==> src/rtl/uart_pkg.sv <==
// Shared constants for the wishbone UART transmitter and receiver: register map,
// status bit layout, identification word and FSM state encodings.
package uart_pkg;

    localparam logic [1:0] REG_DIVIDER = 2'd0;
    localparam logic [1:0] REG_RXDATA  = 2'd1;
    localparam logic [1:0] REG_STATUS  = 2'd2;
    localparam logic [1:0] REG_SANITY  = 2'd3;

    localparam int STAT_VALID     = 0;
    localparam int STAT_OVERRUN   = 1;
    localparam int STAT_FRAME_ERR = 2;
    localparam int STAT_OCC_LSB   = 4;

    localparam logic [31:0] SANITY_VALUE  = 32'h5EC0B0B0;
    localparam logic [31:0] DIVIDER_RESET = 32'd1;
    localparam int          UART_DATA_BITS = 8;

    typedef enum logic [1:0] {IDLE, START, DATA, STOP} rx_state_t;
    typedef enum logic [1:0] {TX_IDLE, TX_START, TX_DATA, TX_STOP} tx_state_t;

    // Both ends derive the bit time the same way so one divider value serves both.
    function automatic logic [31:0] bit_period(input logic [31:0] div);
        return div + 32'd2;
    endfunction

endpackage

==> src/rtl/wb_uart_rx_if.sv <==
// Wishbone classic slave bus bundle for the UART receiver register window.
interface wb_uart_rx_if #(
    parameter int WB_DATA_WIDTH = 32,
    parameter int WB_ADDR_WIDTH = 32,
    parameter int WB_SEL_WIDTH  = WB_DATA_WIDTH / 8
) ();

    logic [WB_ADDR_WIDTH-1:0] wb_addr_i;
    logic [WB_DATA_WIDTH-1:0] wb_data_i;
    logic [WB_SEL_WIDTH-1:0]  wb_sel_i;
    logic                     wb_we_i;
    logic                     wb_cyc_i;
    logic                     wb_stb_i;
    logic                     wb_ack_o;
    logic [WB_DATA_WIDTH-1:0] wb_data_o;

    modport slave (
        input  wb_addr_i, wb_data_i, wb_sel_i, wb_we_i, wb_cyc_i, wb_stb_i,
        output wb_ack_o, wb_data_o
    );

    modport master (
        output wb_addr_i, wb_data_i, wb_sel_i, wb_we_i, wb_cyc_i, wb_stb_i,
        input  wb_ack_o, wb_data_o
    );

endinterface

==> src/rtl/uart_rx_fifo.sv <==
// Small synchronous FIFO for received bytes; a push into a full FIFO succeeds
// only when a pop happens in the same cycle.
module uart_rx_fifo #(
    parameter int DEPTH = 4,
    parameter int WIDTH = 8
) (
    input  logic                   clk,
    input  logic                   rst,
    input  logic                   push,
    input  logic                   pop,
    input  logic [WIDTH-1:0]       wdata,
    output logic [WIDTH-1:0]       rdata,
    output logic                   full,
    output logic                   empty,
    output logic [$clog2(DEPTH):0] count
);

    localparam int AW = $clog2(DEPTH);

    logic [WIDTH-1:0] mem [DEPTH];
    logic [AW-1:0]    wr_ptr, rd_ptr;
    logic             wr_ok, rd_ok;

    assign empty = (count == '0);
    assign full  = (count == (AW+1)'(DEPTH));
    assign wr_ok = push & (~full | pop);
    assign rd_ok = pop & ~empty;
    assign rdata = mem[rd_ptr];

    always_ff @(posedge clk or posedge rst) begin
        if (rst) begin
            wr_ptr <= '0;
            rd_ptr <= '0;
            count  <= '0;
        end else begin
            if (wr_ok) wr_ptr <= wr_ptr + 1'b1;
            if (rd_ok) rd_ptr <= rd_ptr + 1'b1;
            case ({wr_ok, rd_ok})
                2'b10:   count <= count + 1'b1;
                2'b01:   count <= count - 1'b1;
                default: count <= count;
            endcase
        end
    end

    always_ff @(posedge clk) begin
        if (wr_ok) mem[wr_ptr] <= wdata;
    end

endmodule

==> src/rtl/wb_uart_rx.sv <==
// Wishbone-slave 8N1 UART receiver with DIVIDER/RXDATA/STATUS/SANITY registers.
// Define UART_RX_FIFO_EN to buffer bytes in uart_rx_fifo instead of one holding register.
module wb_uart_rx
    import uart_pkg::*;
#(
    parameter int WB_DATA_WIDTH = 32,
    parameter int WB_ADDR_WIDTH = 32,
    parameter int WB_SEL_WIDTH  = WB_DATA_WIDTH / 8,
    parameter int FIFO_DEPTH    = 4
) (
    input  logic        clk_i,
    input  logic        rst_i,
    input  logic        uart_rx_i,
    wb_uart_rx_if.slave wb,
    output logic        rx_irq_o
);

    logic                     rx_s1, rx_s2, rx_prev;
    logic                     ack, access, rd_ack, wr_ack;
    logic [1:0]               reg_idx;
    logic [31:0]              divider, div_work, cnt, period;
    logic [2:0]               bit_idx;
    logic [7:0]               shift, rx_byte;
    logic [3:0]               occ;
    logic                     load, cnt_clr, shift_en, push, frame_set, tick_half, tick_full;
    logic                     valid, pop, overrun_set, overrun, frame_err;
    logic [WB_DATA_WIDTH-1:0] rdata;
    rx_state_t                state, state_nxt;
    logic                     unused_ok;

    assign unused_ok = ^{wb.wb_sel_i, wb.wb_addr_i[WB_ADDR_WIDTH-1:4], wb.wb_addr_i[1:0],
                         32'(FIFO_DEPTH), 32'(WB_SEL_WIDTH)};

    // Synchroniser plus one more sample so IDLE can demand a genuine falling edge.
    always_ff @(posedge clk_i or posedge rst_i) begin
        if (rst_i) {rx_s1, rx_s2, rx_prev} <= 3'b111;
        else begin
            rx_s1   <= uart_rx_i;
            rx_s2   <= rx_s1;
            rx_prev <= rx_s2;
        end
    end

    assign access  = wb.wb_cyc_i & wb.wb_stb_i;
    assign reg_idx = wb.wb_addr_i[3:2];
    assign rd_ack  = ack & ~wb.wb_we_i;
    assign wr_ack  = ack & wb.wb_we_i;
    assign wb.wb_ack_o = ack;

    always_ff @(posedge clk_i or posedge rst_i) begin
        if (rst_i) begin
            ack     <= 1'b0;
            divider <= DIVIDER_RESET;
        end else begin
            ack <= access & ~ack;
            if (wr_ack && reg_idx == REG_DIVIDER) divider <= wb.wb_data_i;
        end
    end

    assign period    = bit_period(div_work);
    assign tick_half = (cnt == (period >> 1) - 32'd1);
    assign tick_full = (cnt == period - 32'd1);

    always_ff @(posedge clk_i or posedge rst_i) begin
        if (rst_i) state <= IDLE;
        else       state <= state_nxt;
    end

    always_comb begin
        state_nxt = state;
        load      = 1'b0;
        cnt_clr   = 1'b0;
        shift_en  = 1'b0;
        push      = 1'b0;
        frame_set = 1'b0;
        case (state)
            IDLE:  if (!rx_s2 && rx_prev) begin
                       load      = 1'b1;
                       state_nxt = START;
                   end
            START: if (tick_half) begin
                       cnt_clr   = 1'b1;
                       state_nxt = rx_s2 ? IDLE : DATA;
                   end
            DATA:  if (tick_full) begin
                       cnt_clr  = 1'b1;
                       shift_en = 1'b1;
                       if (bit_idx == 3'(UART_DATA_BITS - 1)) state_nxt = STOP;
                   end
            STOP:  if (tick_full) begin
                       push      = rx_s2;
                       frame_set = ~rx_s2;
                       state_nxt = IDLE;
                   end
            default: state_nxt = IDLE;
        endcase
    end

    always_ff @(posedge clk_i or posedge rst_i) begin
        if (rst_i) begin
            cnt      <= '0;
            bit_idx  <= '0;
            div_work <= DIVIDER_RESET;
        end else begin
            if (load || cnt_clr)    cnt <= '0;
            else if (state != IDLE) cnt <= cnt + 32'd1;
            if (load)               bit_idx <= '0;
            else if (shift_en)      bit_idx <= bit_idx + 3'd1;
            if (load)               div_work <= divider;
        end
    end

    always_ff @(posedge clk_i) begin
        if (shift_en) shift <= {rx_s2, shift[7:1]};
    end

    assign pop = rd_ack && (reg_idx == REG_RXDATA) && valid;

`ifdef UART_RX_FIFO_EN
    logic                        fifo_full, fifo_empty;
    logic [$clog2(FIFO_DEPTH):0] fifo_count;

    uart_rx_fifo #(.DEPTH(FIFO_DEPTH), .WIDTH(8)) u_fifo (
        .clk   (clk_i),
        .rst   (rst_i),
        .push  (push),
        .pop   (pop),
        .wdata (shift),
        .rdata (rx_byte),
        .full  (fifo_full),
        .empty (fifo_empty),
        .count (fifo_count)
    );

    assign valid       = ~fifo_empty;
    assign overrun_set = push & fifo_full & ~pop;
    assign occ         = 4'(fifo_count);
`else
    logic       hold_valid;
    logic [7:0] hold_data;
    logic       hold_wr;

    assign hold_wr = push & (~hold_valid | pop);

    always_ff @(posedge clk_i or posedge rst_i) begin
        if (rst_i)        hold_valid <= 1'b0;
        else if (hold_wr) hold_valid <= 1'b1;
        else if (pop)     hold_valid <= 1'b0;
    end

    always_ff @(posedge clk_i) begin
        if (hold_wr) hold_data <= shift;
    end

    assign valid       = hold_valid;
    assign rx_byte     = hold_data;
    assign overrun_set = push & hold_valid & ~pop;
    assign occ         = 4'd0;
`endif

    // Sticky error flags; a new error in the same cycle as its clear wins.
    always_ff @(posedge clk_i or posedge rst_i) begin
        if (rst_i) begin
            overrun   <= 1'b0;
            frame_err <= 1'b0;
            rx_irq_o  <= 1'b0;
        end else begin
            rx_irq_o <= valid;
            if (overrun_set) overrun <= 1'b1;
            else if (wr_ack && reg_idx == REG_STATUS && wb.wb_data_i[STAT_OVERRUN]) overrun <= 1'b0;
            if (frame_set) frame_err <= 1'b1;
            else if (wr_ack && reg_idx == REG_STATUS && wb.wb_data_i[STAT_FRAME_ERR]) frame_err <= 1'b0;
        end
    end

    always_comb begin
        rdata = '0;
        case (reg_idx)
            REG_DIVIDER: rdata = divider;
            REG_RXDATA:  rdata = valid ? {24'b0, rx_byte} : '0;
            REG_STATUS: begin
                rdata[STAT_OCC_LSB+3:STAT_OCC_LSB] = occ;
                rdata[STAT_FRAME_ERR]              = frame_err;
                rdata[STAT_OVERRUN]                = overrun;
                rdata[STAT_VALID]                  = valid;
            end
            default:     rdata = SANITY_VALUE;
        endcase
    end

    assign wb.wb_data_o = rd_ack ? rdata : '0;

endmodule

==> src/flat_wrapper.sv <==
// flat-port wrapper written by rule: the top's interface ports become plain ports
module wb_uart_rx_flat import uart_pkg::*;
#(
    parameter int WB_DATA_WIDTH = 32,
    parameter int WB_ADDR_WIDTH = 32,
    parameter int WB_SEL_WIDTH  = WB_DATA_WIDTH / 8,
    parameter int FIFO_DEPTH    = 4
)
  (clk_i, rst_i, uart_rx_i, rx_irq_o, wb_wb_addr_i, wb_wb_data_i, wb_wb_sel_i, wb_wb_we_i, wb_wb_cyc_i, wb_wb_stb_i, wb_wb_ack_o, wb_wb_data_o);
  wb_uart_rx_if #(.WB_DATA_WIDTH(WB_DATA_WIDTH), .WB_ADDR_WIDTH(WB_ADDR_WIDTH), .WB_SEL_WIDTH(WB_SEL_WIDTH)) wb_i ();
  input  logic clk_i;
  input  logic rst_i;
  input  logic uart_rx_i;
  output logic rx_irq_o;
  input wire logic [$bits(wb_i.wb_addr_i)-1:0] wb_wb_addr_i;
  input wire logic [$bits(wb_i.wb_data_i)-1:0] wb_wb_data_i;
  input wire logic [$bits(wb_i.wb_sel_i)-1:0] wb_wb_sel_i;
  input wire logic [$bits(wb_i.wb_we_i)-1:0] wb_wb_we_i;
  input wire logic [$bits(wb_i.wb_cyc_i)-1:0] wb_wb_cyc_i;
  input wire logic [$bits(wb_i.wb_stb_i)-1:0] wb_wb_stb_i;
  output wire logic [$bits(wb_i.wb_ack_o)-1:0] wb_wb_ack_o;
  output wire logic [$bits(wb_i.wb_data_o)-1:0] wb_wb_data_o;
  assign wb_i.wb_addr_i = wb_wb_addr_i;
  assign wb_i.wb_data_i = wb_wb_data_i;
  assign wb_i.wb_sel_i = wb_wb_sel_i;
  assign wb_i.wb_we_i = wb_wb_we_i;
  assign wb_i.wb_cyc_i = wb_wb_cyc_i;
  assign wb_i.wb_stb_i = wb_wb_stb_i;
  assign wb_wb_ack_o = wb_i.wb_ack_o;
  assign wb_wb_data_o = wb_i.wb_data_o;
  wb_uart_rx #(.WB_DATA_WIDTH(WB_DATA_WIDTH), .WB_ADDR_WIDTH(WB_ADDR_WIDTH), .WB_SEL_WIDTH(WB_SEL_WIDTH), .FIFO_DEPTH(FIFO_DEPTH)) u_core (.clk_i(clk_i), .rst_i(rst_i), .uart_rx_i(uart_rx_i), .wb(wb_i), .rx_irq_o(rx_irq_o));
endmodule
==> config.mk <==
export PLATFORM = sky130hd
export DESIGN_NAME = wb_uart_rx_flat
export DESIGN_NICKNAME = d
export VERILOG_FILES = /design/src/rtl/uart_pkg.sv /design/src/rtl/wb_uart_rx_if.sv /design/src/rtl/uart_rx_fifo.sv /design/src/rtl/wb_uart_rx.sv /design/src/flat_wrapper.sv
export SDC_FILE = /design/constraint.sdc
export NUM_CORES = 1
export LEC_CHECK = 0
export ABC_AREA = 1
export CAP_MARGIN = 25
export CORE_ASPECT_RATIO = 1.4
export CORE_MARGIN = 3
export CORE_UTILIZATION = 40
export DETAILED_ROUTE_END_ITERATION = 12
export GPL_TIMING_DRIVEN = 1
export MAX_ROUTING_LAYER = met4
export PLACE_DENSITY_LB_ADDON = 0.15
export REMOVE_ABC_BUFFERS = 1
export SLEW_MARGIN = 15
export SYNTH_ARGS = -nofsm -noshare
export SYNTH_HDL_FRONTEND = slang
export SYNTH_SLANG_ARGS = --single-unit
==> constraint.sdc <==
create_clock -name clk_i -period 3.3 [get_ports clk_i]
set_clock_uncertainty 0.05 [all_clocks]
set_input_delay 0.33 -clock clk_i [delete_from_list [all_inputs] [get_ports clk_i]]
set_output_delay 0.33 -clock clk_i [all_outputs]
set_load 0.005 [all_outputs]
-- Word level (Yosys, flattened, before mapping)
Cells that the tools add are included.
W data, S select, Z words.
- flip-flop bits (word level): 125
- input port bits: 74
- output and inout bits: 34
- logic and storage cells: 97
- $add $sub $neg: 5
- equal/unequal tests: 13
- multiplexer cells: 33
- bitwise logic cells: 13
- reductions and logical operators: 18
- operators with widths (operator ; count):
    $mux W32 ; 3
    $pmux W24 S3 ; 1
    $eq A32 B32 Y1 ; 2
    $add A32 B1 Y32 const B ; 1
    $add A32 B2 Y32 const B ; 1
    $sub A31 B1 Y32 const B ; 1
    $sub A32 B1 Y32 const B ; 1
    $mux W1 ; 15
    $mux W2 ; 6
    $pmux W4 S3 ; 1
    $reduce_bool A2 Y1 ; 6
    $ne A2 B1 Y1 const B ; 5
    $pmux W3 S3 ; 1
    $mux W8 ; 1
    $pmux W2 S4 ; 1
    $and A1 B1 Y1 ; 7
    $logic_and A1 B1 Y1 ; 7
    $eq A2 B2 Y1 const B ; 3
    $mux W3 ; 2
    $not A1 Y1 ; 5
    $reduce_and A5 Y1 ; 1
    $eq A2 B1 Y1 const B ; 2
    $logic_not A2 Y1 ; 2
    $pmux W1 S2 ; 2
    5 further kinds ; 5

-- Logic depth before layout (Yosys ltp)
Gate-level depths: netlist of the first run.
- word-level depth: 8
- gate-level depth with buffers: 28
- gate-level depth less buffers: 26

-- Worst setup path before layout of the first run
OpenSTA, ideal clock, no wires.
- kind: flip-flop to flip-flop
- from: reg u_core.div_work[2]
- to: reg u_core.hold_data[0] (enable)
- setup time: 0.370 ns
- arrival time: 2.906 ns
- data required time: 2.880 ns
- path slack: -0.026 ns
- cell stages (with the launch flop): 19
- buffers on the path: 0
- period minus slack after synthesis: 3.326 ns
- path through: dfrtp_1 ha_1 nand2_1 nor2_2 nand2_1 nor2_2 nand2_1 nand2_1 nand2_1 nor2_1 nand2_1 nor2_4 nand3_1 xor2_1 xor2_1 nand3_2 inv_2 nand3_1 nor2_1
- longest elaborated chain between the ends: 6
- RTL lines (item ; line ; text):
    start: declaration ; wb_uart_rx.sv:21 ; logic [31:0] divider, div_work, cnt, period;
    start signal: assignment ; wb_uart_rx.sv:109 ; if (load) div_work <= divider;
    $add A32 B2 Y32 ; uart_pkg.sv:24 ; return div + 32'd2;
    $sub A32 B1 Y32 ; wb_uart_rx.sv:62 ; assign tick_full = (cnt == period - 32'd1);
    $eq A32 B32 Y1 ; wb_uart_rx.sv:62 ;
    $mux W1 ; wb_uart_rx.sv:90 ; STOP: if (tick_full) begin
    $mux W1 ; wb_uart_rx.sv:76 ; case (state)
    $and A1 B1 Y1 ; wb_uart_rx.sv:143 ; assign hold_wr = push & (~hold_valid | pop);
    named net u_core.hold_wr ; wb_uart_rx.sv:141 ; logic hold_wr;
    end signal: assignment ; wb_uart_rx.sv:152 ; if (hold_wr) hold_data <= shift;
    end: declaration ; wb_uart_rx.sv:140 ; logic [7:0] hold_data;
The timed path passes the listed nets, and every way through them passes these cells.
A chain may end at the register's enable or synchronous reset.

-- Final worst setup path of the first run
- from: reg u_core.div_work[1]
- to: reg u_core.cnt[18]
- longest elaborated chain between the ends: 7
- elaborated cells on any way between the ends: 11
- classes of those cells: 3 x add/sub; 2 x eq/ne; 4 x mux; 2 x reduce/logical
- RTL lines (item ; line ; text):
    $add A32 B2 Y32 * ; uart_pkg.sv:24 ;
    $sub A32 B1 Y32 / $sub A31 B1 Y32 (equally long branches) ; wb_uart_rx.sv:62, wb_uart_rx.sv:61 ;
    $eq A32 B32 Y1 (on tied branches) ; wb_uart_rx.sv:62, wb_uart_rx.sv:61 ;
    $mux W1 (on tied branches) ; wb_uart_rx.sv:85, wb_uart_rx.sv:81 ;
    $pmux W1 S2 * ; wb_uart_rx.sv:76 ;
    $logic_or A1 B1 Y1 * ; wb_uart_rx.sv:105 ; if (load || cnt_clr) cnt <= '0;
    $mux W32 / $reduce_bool A2 Y1 (equally long branches) ; - ;
    end signal: assignment ; wb_uart_rx.sv:106 ; else if (state != IDLE) cnt <= cnt + 32'd1;
    end: declaration ; wb_uart_rx.sv:21 ;
Mark *: on every way between the ends. The rest lies on a longest branch, timed or not.

==> results of run 1 <==
area by class of cell:
cell class / count / area, µm² / area share, %
clock inverter: 15 / 184 / 1.33
timing repair buffer: 296 / 2590 / 18.7
multi-input combinational: 1093 / 6320 / 45.7
clock buffer: 17 / 425 / 3.08
inverter: 188 / 713 / 5.16
sequential: 125 / 3220 / 23.3
tap: 301 / 377 / 2.72
placed cells by master (no fill, tap or decap), drive strengths merged:
master	instances
nand2	482
nor2	253
buf	221
inv	192
dfrtp	104
nand3	94
clkdlybuf4s50	73
xor2	65
o21ai	62
a21oi	54
nand4	26
clkbuf	19
edfxtp	16
ha	14
nor3	14
nand3b	9
clkinv	6
dfstp	5
nor4	4
mux2	4
bufinv	3
xnor2	3
o211ai	2
clkinvlp	2
or2	2
and2	1
o21a	1
o21bai	1
and3	1
a32o	1
through the flow:
stage               instances  utilization [%]
finish                   2035             60.7
global route             2035             60.7
CTS                      2000             56.4
detailed placement       1948             51.0
global placement         1948             51.0
floorplan                1406                -
logic make-up (layout without fill, tap and decap cells):
logic type | after synthesis | in the layout | share of synthesized area (%)
AND/OR/NAND/NOR | 886 | 886 | 41.1
buffers and inverters | 215 | 516 | 9.17
flip-flops | 125 | 125 | 34.4
AO/OA/AOI/OAI | 121 | 121 | 6.68
XOR/XNOR | 68 | 68 | 6.37
adder cells (fa/ha/maj) | 14 | 14 | 1.87
multiplexers | 4 | 4 | 0.482
state kept, by name (all words and copies together) (netlist names), named ones only:
register and cells:
u_core.hold_valid 1, u_core.shift 8, u_core.state 1, u_core.overrun 1, u_core.div_work 32, u_core.rx_s1 1, u_core.rx_s2 1, u_core.rx_irq_o 1
u_core.divider 32, u_core.wb.wb_ack_o 1, u_core.bit_idx 3, u_core.hold_data 8, u_core.frame_err 1, u_core.cnt 32, u_core.rx_prev 1
cell usage after synthesis:
cell      instances  share of area (%)
nand3_1          90                4.8
clkbuf_1         19               0.76
mux2_2            4               0.48
inv_1           182                7.3
a21oi_1          54                2.9
dfstp_2           5                1.4
nor2_2           29                1.9
xnor2_1           3               0.28
buf_4             3               0.24
o21bai_1          1              0.080
buf_1             1              0.040
o21ai_1           4               0.21
o21ai_2           1              0.094
o21a_1            1              0.080
nor3_2            1               0.11
a32o_1            1               0.11
nor2_1          210                8.4
nand2_2          17                1.1
buf_12            1               0.21
or2_2             2               0.13
nand3_2           4               0.43
nor3_1           13               0.70
dfrtp_1         104                 28
and2_1            1              0.067
nor4_1            4               0.27
nand4_1          26                1.7
nand2_4           2               0.24
xor2_1           65                6.1
nand3b_1          9               0.72
nand2_1         463                 19
o211ai_1          2               0.16
edfxtp_1         16                5.1
inv_2             5               0.20
buf_6             3               0.36
o21ai_0          57                3.1
and3_1            1              0.067
ha_1             14                1.9
clkinv_1          1              0.040
nor2_4           14                1.7
final timing paths:
path                                          from                 end
worst min register to register        u_core.rx_s1        u_core.rx_s2
worst max register to register  u_core.div_work[1]      u_core.cnt[18]
worst min-delay path                         rst_i  u_core.divider[14]
worst max-delay path            u_core.div_work[1]      u_core.cnt[18]
max in group asynchronous                    rst_i        u_core.rx_s1
min in group clk_i                       uart_rx_i        u_core.rx_s1
power groups by stage:
stage               Sequential [µW]  Clock [µW]  Combinational [µW]
finish                         2260        1940                6060
global route                   2300        2040                6620
CTS                            2240        1970                5090
floorplan                      2190           0                2590
global placement               2240           0                4530
detailed placement             2250           0                4580
repair_timing:
action                     in CTS  in global routing
cloned                          1                  3
buffers inserted               19                 32
gates resized for setup       124                173
pin swaps                      34                 96
hold buffers                    0                  0
setup endpoints to repair      54                 56
metal layers:
layer / GRT usage [%] / wire, µm / up-vias
met3: 2.88 / 971 / 62
met2: 41.3 / 15700 / 228
met4: 9.08 / 1150 / 0
li1: - / - / 5044
met1: 28.8 / 12800 / 4622
met5: - / 0 / -
critical path: stages, from the launching register on:
cell and delay (ps):
dfrtp_1 410, ha_4 200, nand2_4 70, nor2_4 150, buf_6 170, nand3_1 90, nand2_2 120, buf_4 130
nand3_2 90, nor2_4 150, nand3_4 130, nor2_4 160, nand2_1 70, nand2_1 80, nand3_1 70, nor2_1 140
nand3_2 110, nor2_4 140, nand3_4 130, inv_4 120, nand2_4 60, o21ai_2 60, nand2_2 100, nand2_8 120
clkbuf_16 180, nor2_1 40
==> results.ini, run 1 <==
[floorplan]
design.die.area_um2 = 25300
core-area_um2 = 22800
dieHeight_um = 187
rows = 65
start_util_pct = 41.1
die_w_um = 135
ioPinCount = 108

[sta]
min_period_ps = 3470
setup_violations = 53
min_period_over_period_pct = 105
drv_slew = 0
hold_viol_final = 0
tightest_slew_ps = 635
fin_hold_ws_ps = 249
rsz0062_at_grt = yes
maxSlewHeadroom_pct = 57.7
setup_ws_ps = -173
max_freq_mhz = 288
fin_tns_setup_ps = -6440

[routing]
drcViolationCount = 0
wl_per_cell_um = 15.0
routed_wl_mm = 30.5
firstDrtPassIters = 5
ant_nets = 0
vias = 9956
dr.first_iter.drc_count = 530
via_per_inst = 4.89

[synthesis]
syn-cell-area_um2 = 9350
avgSynthCellArea_um2 = 6.53
yosys_warnings = 0
ys_ff_latch = 125
synthCells = 1433
synth_cell_types = 39
synth.yosys.seq_area_share_pct = 34.4

[min_path]
min_path_type = in -> async

[worst_setup_path]
cp_max_fo = 6
crit_required_ps = 3560
worst_r2r_path_depth = 25
cp.arrival_ps = 3730
worst_setup_path_end_kind = flip-flop
crit_path_start_kind = flip-flop
worstSetupPathType = reg -> reg
rrSetupSlack_ps = -170

[power]
vdd_drop_max_mv = 0.458
p_int_uw = 5710
switching_share_pct = 44.4
p_comb_share_pct = 59.1
powerDensity_nw_per_um2 = 742
totalPowerFinal_uw = 10300
clock_power_share_pct = 18.9
pwr-share-seq_pct = 22.0
leakage_uw = 0.00648
switchingPower_uw = 4550

[layout]
drive_gt1_share_pct = 30.4
fillerInstances = 2082
finalNetCount = 1809
antenna_cells = 0
final_area_um2 = 13800
syn_to_final_growth_pct = 47.8

[grt]
grt.total_usage_pct = 24.1
grt_pass1_vias = 9606
grt_remaining_overflow = 0
grt_pass1_wl_mm = 47.2
grt_max_degree = 68
antenna_found_initial = 0

[status]
status = finished with violations
violations = negative setup slack

[placed_design]
hpwl_mm = 23.1
placement.cell_area_um2 = 11600
gp_congestion = 0.951
dp_slack_ps = -352
portBuffers = 73

[clock_network]
clock_sinks = 125
ctsRootBufferMaster = clkbuf_16
clkLatencyLatePin_ps = 430
clockBufferDepth = 2
path_clk_slew_ps = 60
cts_buffers = 17
h-tree-depth = 4
cts_tree = built

[job]
cap_viol_max_count = 0

Note: power is estimated with default switching activity, not from simulation.
==> inputs of run 2 (changes only) <==
Clock period 3.3 ns to 4.3 ns, I/O delays scaled along.
==> results.ini, run 2 (synthesis gave the netlist of run 1 again) <==
[status]
status = complete, no violations

[power]
leakage_uw = 0.00538  ; -17%
powerDensity_nw_per_um2 = 535  ; -28%
vdd_drop_max_mv = 0.323  ; -29%

[worst_setup_path]
worst_setup_path_end_kind = flip-flop
cp.arrival_ps = 3970  ; +240 ps
crit_required_ps = 4380  ; +820 ps
cp_max_fo = 11  ; +5
crit_path_start_kind = flip-flop
worstSetupPathType = reg -> reg

[routing]
via_per_inst = 4.82  ; -1.5%
firstDrtPassIters = 5  ; unchanged
routed_wl_mm = 27.4  ; -10%
vias = 8975  ; -9.9%
ant_nets = 0  ; unchanged
wl_per_cell_um = 14.7  ; -2.1%
dr.first_iter.drc_count = 491  ; -7.4%
drcViolationCount = 0  ; unchanged

[sta]
setup_violations = 0  ; -100%
fin_hold_ws_ps = 310  ; +60.6 ps
maxSlewHeadroom_pct = 42.8  ; -15 points
hold_viol_final = 0  ; unchanged
drv_slew = 0  ; unchanged
tightest_slew_ps = 858  ; +224 ps
min_period_over_period_pct = 90.5  ; -15 points
max_freq_mhz = 257  ; -11%
rsz0062_at_grt = no
min_period_ps = 3890  ; +417 ps

[layout]
fillerInstances = 2365  ; +14%
finalNetCount = 1637  ; -9.5%
syn_to_final_growth_pct = 21.2
final_common_cell = nand2_1
mostFrequentLayoutCells = 463 x nand2_1, 210 x nor2_1, 181 x inv_1, 103 x dfrtp_1, 89 x nand3_1
drive_gt1_share_pct = 10.9  ; -20 points
utilization_pct = 49.8  ; -11 points
reg_top3 = u_core.cnt (32), u_core.div_work (32), u_core.divider (32)
antenna_cells = 0  ; unchanged

[floorplan]
ioPinCount = 108  ; unchanged
die_w_um = 135  ; unchanged
core-area_um2 = 22800  ; unchanged
rows = 65  ; unchanged
start_util_pct = 41.1  ; unchanged
design.die.area_um2 = 25300  ; unchanged
dieHeight_um = 187  ; unchanged

[grt]
grt_pass1_vias = 8907  ; -7.3%
grt.total_usage_pct = 22.8  ; -1.3 points
antenna_found_initial = 0  ; unchanged
grt_pass1_wl_mm = 44.6  ; -5.6%
grt_max_degree = 71  ; +4.4%
grt_remaining_overflow = 0  ; unchanged

[clock_network]
cts_hold_buffers = 0  ; unchanged
path_clk_slew_ps = 60  ; about the same
clkLatencyLatePin_ps = 420  ; about the same
clockBufferDepth = 2  ; unchanged
post_cts_buffers = 0  ; -19
h-tree-depth = 4  ; unchanged
cts_tree = built
cts_buffers = 17  ; unchanged
ctsRootBufferMaster = clkbuf_16
clock_sinks = 125  ; unchanged

[placed_design]
hpwl_mm = 22.4  ; -3.3%
gp_congestion = 0.930  ; -2.2%
portBuffers = 73  ; unchanged

[job]
cap_viol_max_count = 0  ; unchanged

[min_path]
min_path_type = reg -> reg

## run 2: critical path: stages, from the launching register on
cell and delay, ps:
dfrtp_1 390, ha_1 250, nand2_1 110, nor2_2 60, buf_12 130, nand2_1 110, nand2_1 60, nand2_1 190
nand2_1 150, nor2_2 180, nand2_1 120, nor2_2 260, nand2_1 140, nand2_1 80, nand2_1 40, nor2_1 80
nand2_1 60, nor2_1 90, nand3_1 90, nor2_2 190, nand3_2 170, inv_2 140, nand3_1 150, nor2_1 130
buf_4 180
## run 2: final timing paths
check / start / end / slack, ps / cells past startpoint
max in group asynchronous: rst_i / u_core.rx_s1 / 2820 / 3
worst max register to register: u_core.div_work[1] / u_core.hold_data[6] / 410 / 24
worst min register to register: u_core.rx_s1 / u_core.rx_s2 / 310 / 0
worst min-delay path: u_core.rx_s1 / u_core.rx_s2 / 310 / 0
worst max-delay path: u_core.div_work[1] / u_core.hold_data[6] / 410 / 24
min in group asynchronous: rst_i / u_core.divider[11] / 510 / 2
## run 2: what timing repair did
action,4_1_cts,5_1_grt
setup endpoints to repair,0,8
endpoints found under the hold margin,0,0
resized for setup,0,1
## run 2: final cells by class
class	count	area (µm²)	area share (%)
clock buffers	17	425	3.75
flip-flops and latches	125	3220	28.4
clock inverters	15	163	1.44
inverters	188	708	6.25
multi-input cells	1093	5290	46.7
well taps	301	377	3.32
repair buffers	124	1150	10.2
## run 2: per-stage QoR
step | TNS, ps | instance area, µm² | setup slack [ps] | std cells | power (µW)
5_1_grt | 0 | 11300 | 25.1 | 1863 | 6590
3_3_place_gp | 0 | 10700 | 425 | 1831 | 4600
6_report | 0 | 11300 | 410 | 1863 | 6060
2_1_floorplan | -13490 | 9200 | -403 | 1406 | 3670
3_5_place_dp | 0 | 10700 | 428 | 1831 | 4630
4_1_cts | 0 | 11300 | 406 | 1863 | 6080
## run 2: metal layers
| metal | vias to the layer above | share of wire [%] | GRT usage (%) |
|---|---|---|---|
| met3 | 33 | 2.7 | 2.72 |
| met5 | - | 0 | - |
| li1 | 4704 | - | - |
| met4 | 0 | 2.7 | 7.53 |
| met1 | 4079 | 44 | 28.1 |
| met2 | 159 | 50 | 38.8 |
## run 2: where the power goes
group	internal [µW]	total (µW)	leakage, µW	switching, µW
Clock	862	1430	0.000276	572
Combinational	982	2890	0.00363	1910
Sequential	1450	1740	0.00147	285
Total	3300	6060	0.00538	2760
==> inputs of run 3 (changes only) <==
Clock period 4.3 ns to 4.99 ns, I/O delays scaled along.
==> results.ini, run 3 (synthesis gave the netlist of run 1 again) <==
[layout]
final_area_um2 = 11000  ; -3.3%
drive_gt1_share_pct = 8.23  ; -2.7 points
fin_cells = 1820  ; -2.3%
antenna_cells = 0  ; unchanged
finalNetCount = 1594  ; -2.6%
reg_top3 = u_core.cnt (32), u_core.div_work (32), u_core.divider (32)
mostFrequentLayoutCells = 463 x nand2_1, 210 x nor2_1, 181 x inv_1, 104 x dfrtp_1, 89 x nand3_1
syn_to_final_growth_pct = 17.1
final_common_cell = nand2_1

[placed_design]
place_inst = 1788  ; -2.3%
gp_congestion = 0.961  ; +3.3%
placement.cell_area_um2 = 10400  ; -3.4%
dp_slack_ps = 494  ; +65.7 ps
hpwl_mm = 21.8  ; -2.6%
portBuffers = 73  ; unchanged

[worst_setup_path]
crit_buf_inv = 1  ; -2
crit_path_start_kind = flip-flop
slowest_delay_ps = 510  ; +120 ps
crit_top_cell = nand2_1
cp_max_fo = 32  ; +21
worst_setup_path_end_kind = flip-flop
crit_family = simple AND/OR/NAND/NOR gates
cp.arrival_ps = 4680  ; +710 ps
crit_required_ps = 5210  ; +830 ps
cp_slowest_cell = dfrtp_1
worstSetupPathType = reg -> reg
cp_cell_sequence = ha_1, nand2_1, nor2_2, nand2_1, nor2_2, nand2_1, nand2_1, nand2_1, nor2_1, nand2_1, nor2_4, nand3_1, xor2_1, xor2_1, nand3_2, inv_2, nand2_4, o21ai_2, nand2_2, nand2_4, nor2_1

[sta]
setup_ws_ps = 534  ; +124 ps
tightest_slew_ps = 820  ; -38.4 ps
max_freq_mhz = 224  ; -13%
drv_slew = 0  ; unchanged
fin_tns_setup_ps = 0  ; unchanged
hold_viol_final = 0  ; unchanged
min_period_ps = 4460  ; +566 ps
maxSlewHeadroom_pct = 45.3  ; +2.6 points
min_period_over_period_pct = 89.3  ; -1.2 points
rsz0062_at_grt = no
setup_violations = 0  ; unchanged

[power]
totalPowerFinal_uw = 5030  ; -17%
powerDensity_nw_per_um2 = 459  ; -14%
leakage_uw = 0.00515  ; -4.2%
vdd_drop_max_mv = 0.268  ; -17%

[floorplan]
design.die.area_um2 = 25300  ; unchanged
start_util_pct = 41.1  ; unchanged
rows = 65  ; unchanged
dieHeight_um = 187  ; unchanged
core-area_um2 = 22800  ; unchanged
die_w_um = 135  ; unchanged
ioPinCount = 108  ; unchanged

[routing]
via_per_inst = 4.86  ; +0.87%
ant_nets = 0  ; unchanged
wl_per_cell_um = 14.7  ; about the same
routed_wl_mm = 26.7  ; -2.3%
dr.first_iter.drc_count = 518  ; +5.5%
vias = 8844  ; -1.5%
drcViolationCount = 0  ; unchanged
firstDrtPassIters = 5  ; unchanged

[grt]
grt.total_usage_pct = 22.1  ; -0.70 points
grt_max_degree = 64  ; -9.9%
antenna_found_initial = 0  ; unchanged
grt_pass1_wl_mm = 43.3  ; -3.0%
grt_pass1_vias = 8630  ; -3.1%
grt_remaining_overflow = 0  ; unchanged

[clock_network]
clkLatencyLatePin_ps = 420  ; about the same
cts_tree = built
ctsRootBufferMaster = clkbuf_16
cts_buffers = 17  ; unchanged
clock_sinks = 125  ; unchanged
clockBufferDepth = 2  ; unchanged
post_cts_buffers = 0  ; unchanged
path_clk_slew_ps = 60  ; about the same
cts_hold_buffers = 0  ; unchanged
h-tree-depth = 4  ; unchanged
cts_resized = 0  ; unchanged

[status]
status = complete, no violations

[job]
cap_viol_max_count = 0  ; unchanged

[min_path]
min_path_type = reg -> reg

-- run 3: cell count changes in the layout (fill, tap and decap cells not counted) --
cell / before / now
buf_12: 3 / 0
clkinv_2: 1 / 3
clkbuf_1: 0 / 1
dfrtp_2: 1 / 0
inv_8: 1 / 0
buf_4: 48 / 8
inv_6: 4 / 2
dfrtp_1: 103 / 104
-- run 3: worst reg2reg max path: cells and delay by family, from the launching register on --
family                     cells  cell delay, ps
AOI/OAI and AO/OA              1              60
adders and majority gates      1             270
DFF                            1             510
and+or+nand+nor               16            2820
buffers and inverters          1             140
xor gates and xnor gates       2             500
-- run 3: per-layer routing --
| metal | GRT usage, % | wire length (µm) | vias up |
|---|---|---|---|
| li1 | - | - | 4616 |
| met5 | - | 0 | - |
| met1 | 27.1 | 11700 | 3993 |
| met2 | 37.6 | 13400 | 191 |
| met3 | 2.48 | 883 | 44 |
| met4 | 7.68 | 792 | 0 |
-- run 3: layout make-up --
type                       instances  area, µm²
clock inverter                    14        144
clock buffer                      18        429
sequential                       125       3210
inverter                         188        708
fill                            2386      11800
multi-input combinational       1093       5290
tap                              301        377
timing repair buffer              81        791
-- run 3: worst paths after layout --
path / slack (ps) / from / end / depth (start not counted)
max: 530 / u_core.div_work[2] / u_core.cnt[18] / 21
min: 310 / u_core.rx_s1 / u_core.rx_s2 / 0
max reg2reg: 530 / u_core.div_work[2] / u_core.cnt[18] / 21
min reg2reg: 310 / u_core.rx_s1 / u_core.rx_s2 / 0
max in group asynchronous: 3710 / rst_i / asynchronous set/reset pin / 3
min in group asynchronous: 540 / rst_i / u_core.divider[11] / 3
-- run 3: where the power goes --
part           switching (µW)  internal, µW  total [µW]
Clock                     468           734        1200
Sequential                252          1250        1500
Combinational            1600           729        2330
Total                    2320          2710        5030
-- run 3: through the flow --
stage	hold WS [ps]	utilization, %
global route	311	48.1
CTS	310	48.1
detailed placement	301	45.6
floorplan	295	-
finish	309	48.1
global placement	299	45.6
==> RTL change: new RTL, config.mk and constraints of run 2 <==
Remove the register `rx_irq_o`: a continuous assignment takes its place, so the output `rx_irq_o` follows one clock earlier.
--- a/src/rtl/wb_uart_rx.sv
+++ b/src/rtl/wb_uart_rx.sv
@@ -165,5 +165,3 @@
             frame_err <= 1'b0;
-            rx_irq_o  <= 1'b0;
         end else begin
-            rx_irq_o <= valid;
             if (overrun_set) overrun <= 1'b1;
@@ -174,2 +172,4 @@
     end
+
+    assign rx_irq_o = valid;
 
Check against the original RTL: no difference found for any inputs over 10 cycles, from zero or initial values and one cycle with rst_i high; that may be too few to reach the edited logic, so the function may still have changed.
==> RTL change against run 2 <==
- worst setup slack got worse by 0.045 ns
- total power decreased by 1.1%
- cell area decreased by 1.1%
- synthesized area decreased by 0.27%
- sequential cell count decreased by 1
- routed wire length decreased by 2.6%
- largest power group unchanged
- highest routed layer unchanged
==> RTL change: results (changes against run 2) <==
status:
  status: "completed"  # unchanged
logic_synthesis:
  seq_area_frac_synth: 0.342  # was 0.344
  muxShareOfSynthArea: 0.00483  # was 0.00482
  postSynthCellCount: 1432  # was 1,433
  synth_xor_area_frac: 0.0639  # was 0.0637
  synth_compound_area_frac: 0.0669  # was 0.0668
  synthTopCellsByArea: "dfrtp_1 28%, nand2_1 19%, nor2_1 8.5%, inv_1 7.3%, xor2_1 6.1%"  # was dfrtp_1 28%, nand2_1 19%, nor2_1 8.4%, inv_1 7.3%, xor2_1 6.1%
  synth_fa_ha_area_frac: 0.0188  # was 0.0187
  async_flop_share: 0.871  # was 0.872
  synth_common_cells: "463 x nand2_1, 210 x nor2_1, 182 x inv_1"  # unchanged
finish:
  regArea_um2: 3190  # was 3220 um2
  nFillCells: 2338  # was 2,365
  fin_nets: 1623  # was 1,637
  final_layout_size_suffix_gt1_frac: 0.101  # was 0.109
global_routing:
  track_usage: 0.222  # was 0.228
  grt_pass1_vias: 8608  # was 8,907
  grt_pass1_wl_um: 43100  # was 44,600 um
critical_path:
  worstReg2RegStart: "u_core.div_work[2]"  # was u_core.div_work[1]
  r2r_slack_ns: 0.36  # was 0.41 ns
  critPathMaxStageDelay_ns: 0.49  # was 0.39 ns
  critPathArrivalTime_ns: 4.02  # was 3.97 ns
  r2r_end: "u_core.hold_data[1]"  # was u_core.hold_data[6]
  r2r_cells: 22  # was 24
hold_path:
  min_path_type: "reg2reg"  # unchanged
  holdPathEnd: "u_core.rx_s2"  # unchanged
detailed_routing:
  vias_per_cell: 4.84  # was 4.82
  totalWireLength_um: 26700  # was 27,400 um
  routedWlPerCell_um: 14.4  # was 14.7 um
placed_design:
  dp_hpwl_um: 21800  # was 22,400 um
  placed_cell_area_um2: 10600  # was 10,700 um2
  post-place-ws_ns: 0.414  # was 0.428 ns
  dp_cells: 1817  # was 1,831
sta:
  maxSlewHeadroom: 0.510  # was 0.428
  holdWs_ns: 0.307  # was 0.310 ns
power_and_ir_drop:
  vdd_ir_drop_max_mv: 0.319  # was 0.323 mV
[RTL change: cell types whose count changed after synthesis, sizes merged]
cell,delta
dfrtp,-1
[RTL change: worst max-delay path by stage]
stage | startpoint | endpoint | slack, ns | depth (start not counted)
finish | u_core.div_work[2] | u_core.hold_data[1] | 0.36 | 22
global route | u_core.div_work[2] | u_core.hold_data[0] | 0.0008 | 23
CTS | u_core.div_work[2] | u_core.hold_data[0] | 0.37 | 22
detailed placement | u_core.div_work[2] | u_core.hold_data[4] | 0.41 | 22
global placement | u_core.div_work[3] | u_core.hold_data[4] | 0.48 | 20
floorplan | u_core.state[0] | u_core.cnt[0] | -0.40 | 7
[RTL change: cells by family after synthesis]
group,count (synthesis)
DFF,124
muxes,4
and+or+nand+nor,886
adders and majority gates,14
buffers and inverters,215
xor gates and xnor gates,68
AOI/OAI and AO/OA,121
[RTL change: final cells by class]
cell class                      instances  share of cell area
Sequential cell                       124               0.285
Tap cell                              301              0.0336
Multi-Input combinational cell       1093               0.472
Inverter                              188              0.0632
Clock buffer                           17              0.0380
Clock inverter                         15              0.0157
Timing Repair Buffer                  111              0.0929
[RTL change: per-layer routing]
| metal | up-vias | routed length (um) | track usage |
|---|---|---|---|
| li1 | 4675 | - | - |
| met1 | 4039 | 11800 | 0.274 |
| met2 | 190 | 13300 | 0.371 |
| met3 | 42 | 778 | 0.0254 |
| met4 | 0 | 808 | 0.0838 |
| met5 | - | 0 | - |
[RTL change: report_power, final]
part / switching [mW] / internal (mW) / total, mW
registers: 0.293 / 1.44 / 1.73
clock network: 0.590 / 0.874 / 1.46
logic: 1.87 / 0.924 / 2.80
total: 2.76 / 3.24 / 6.00
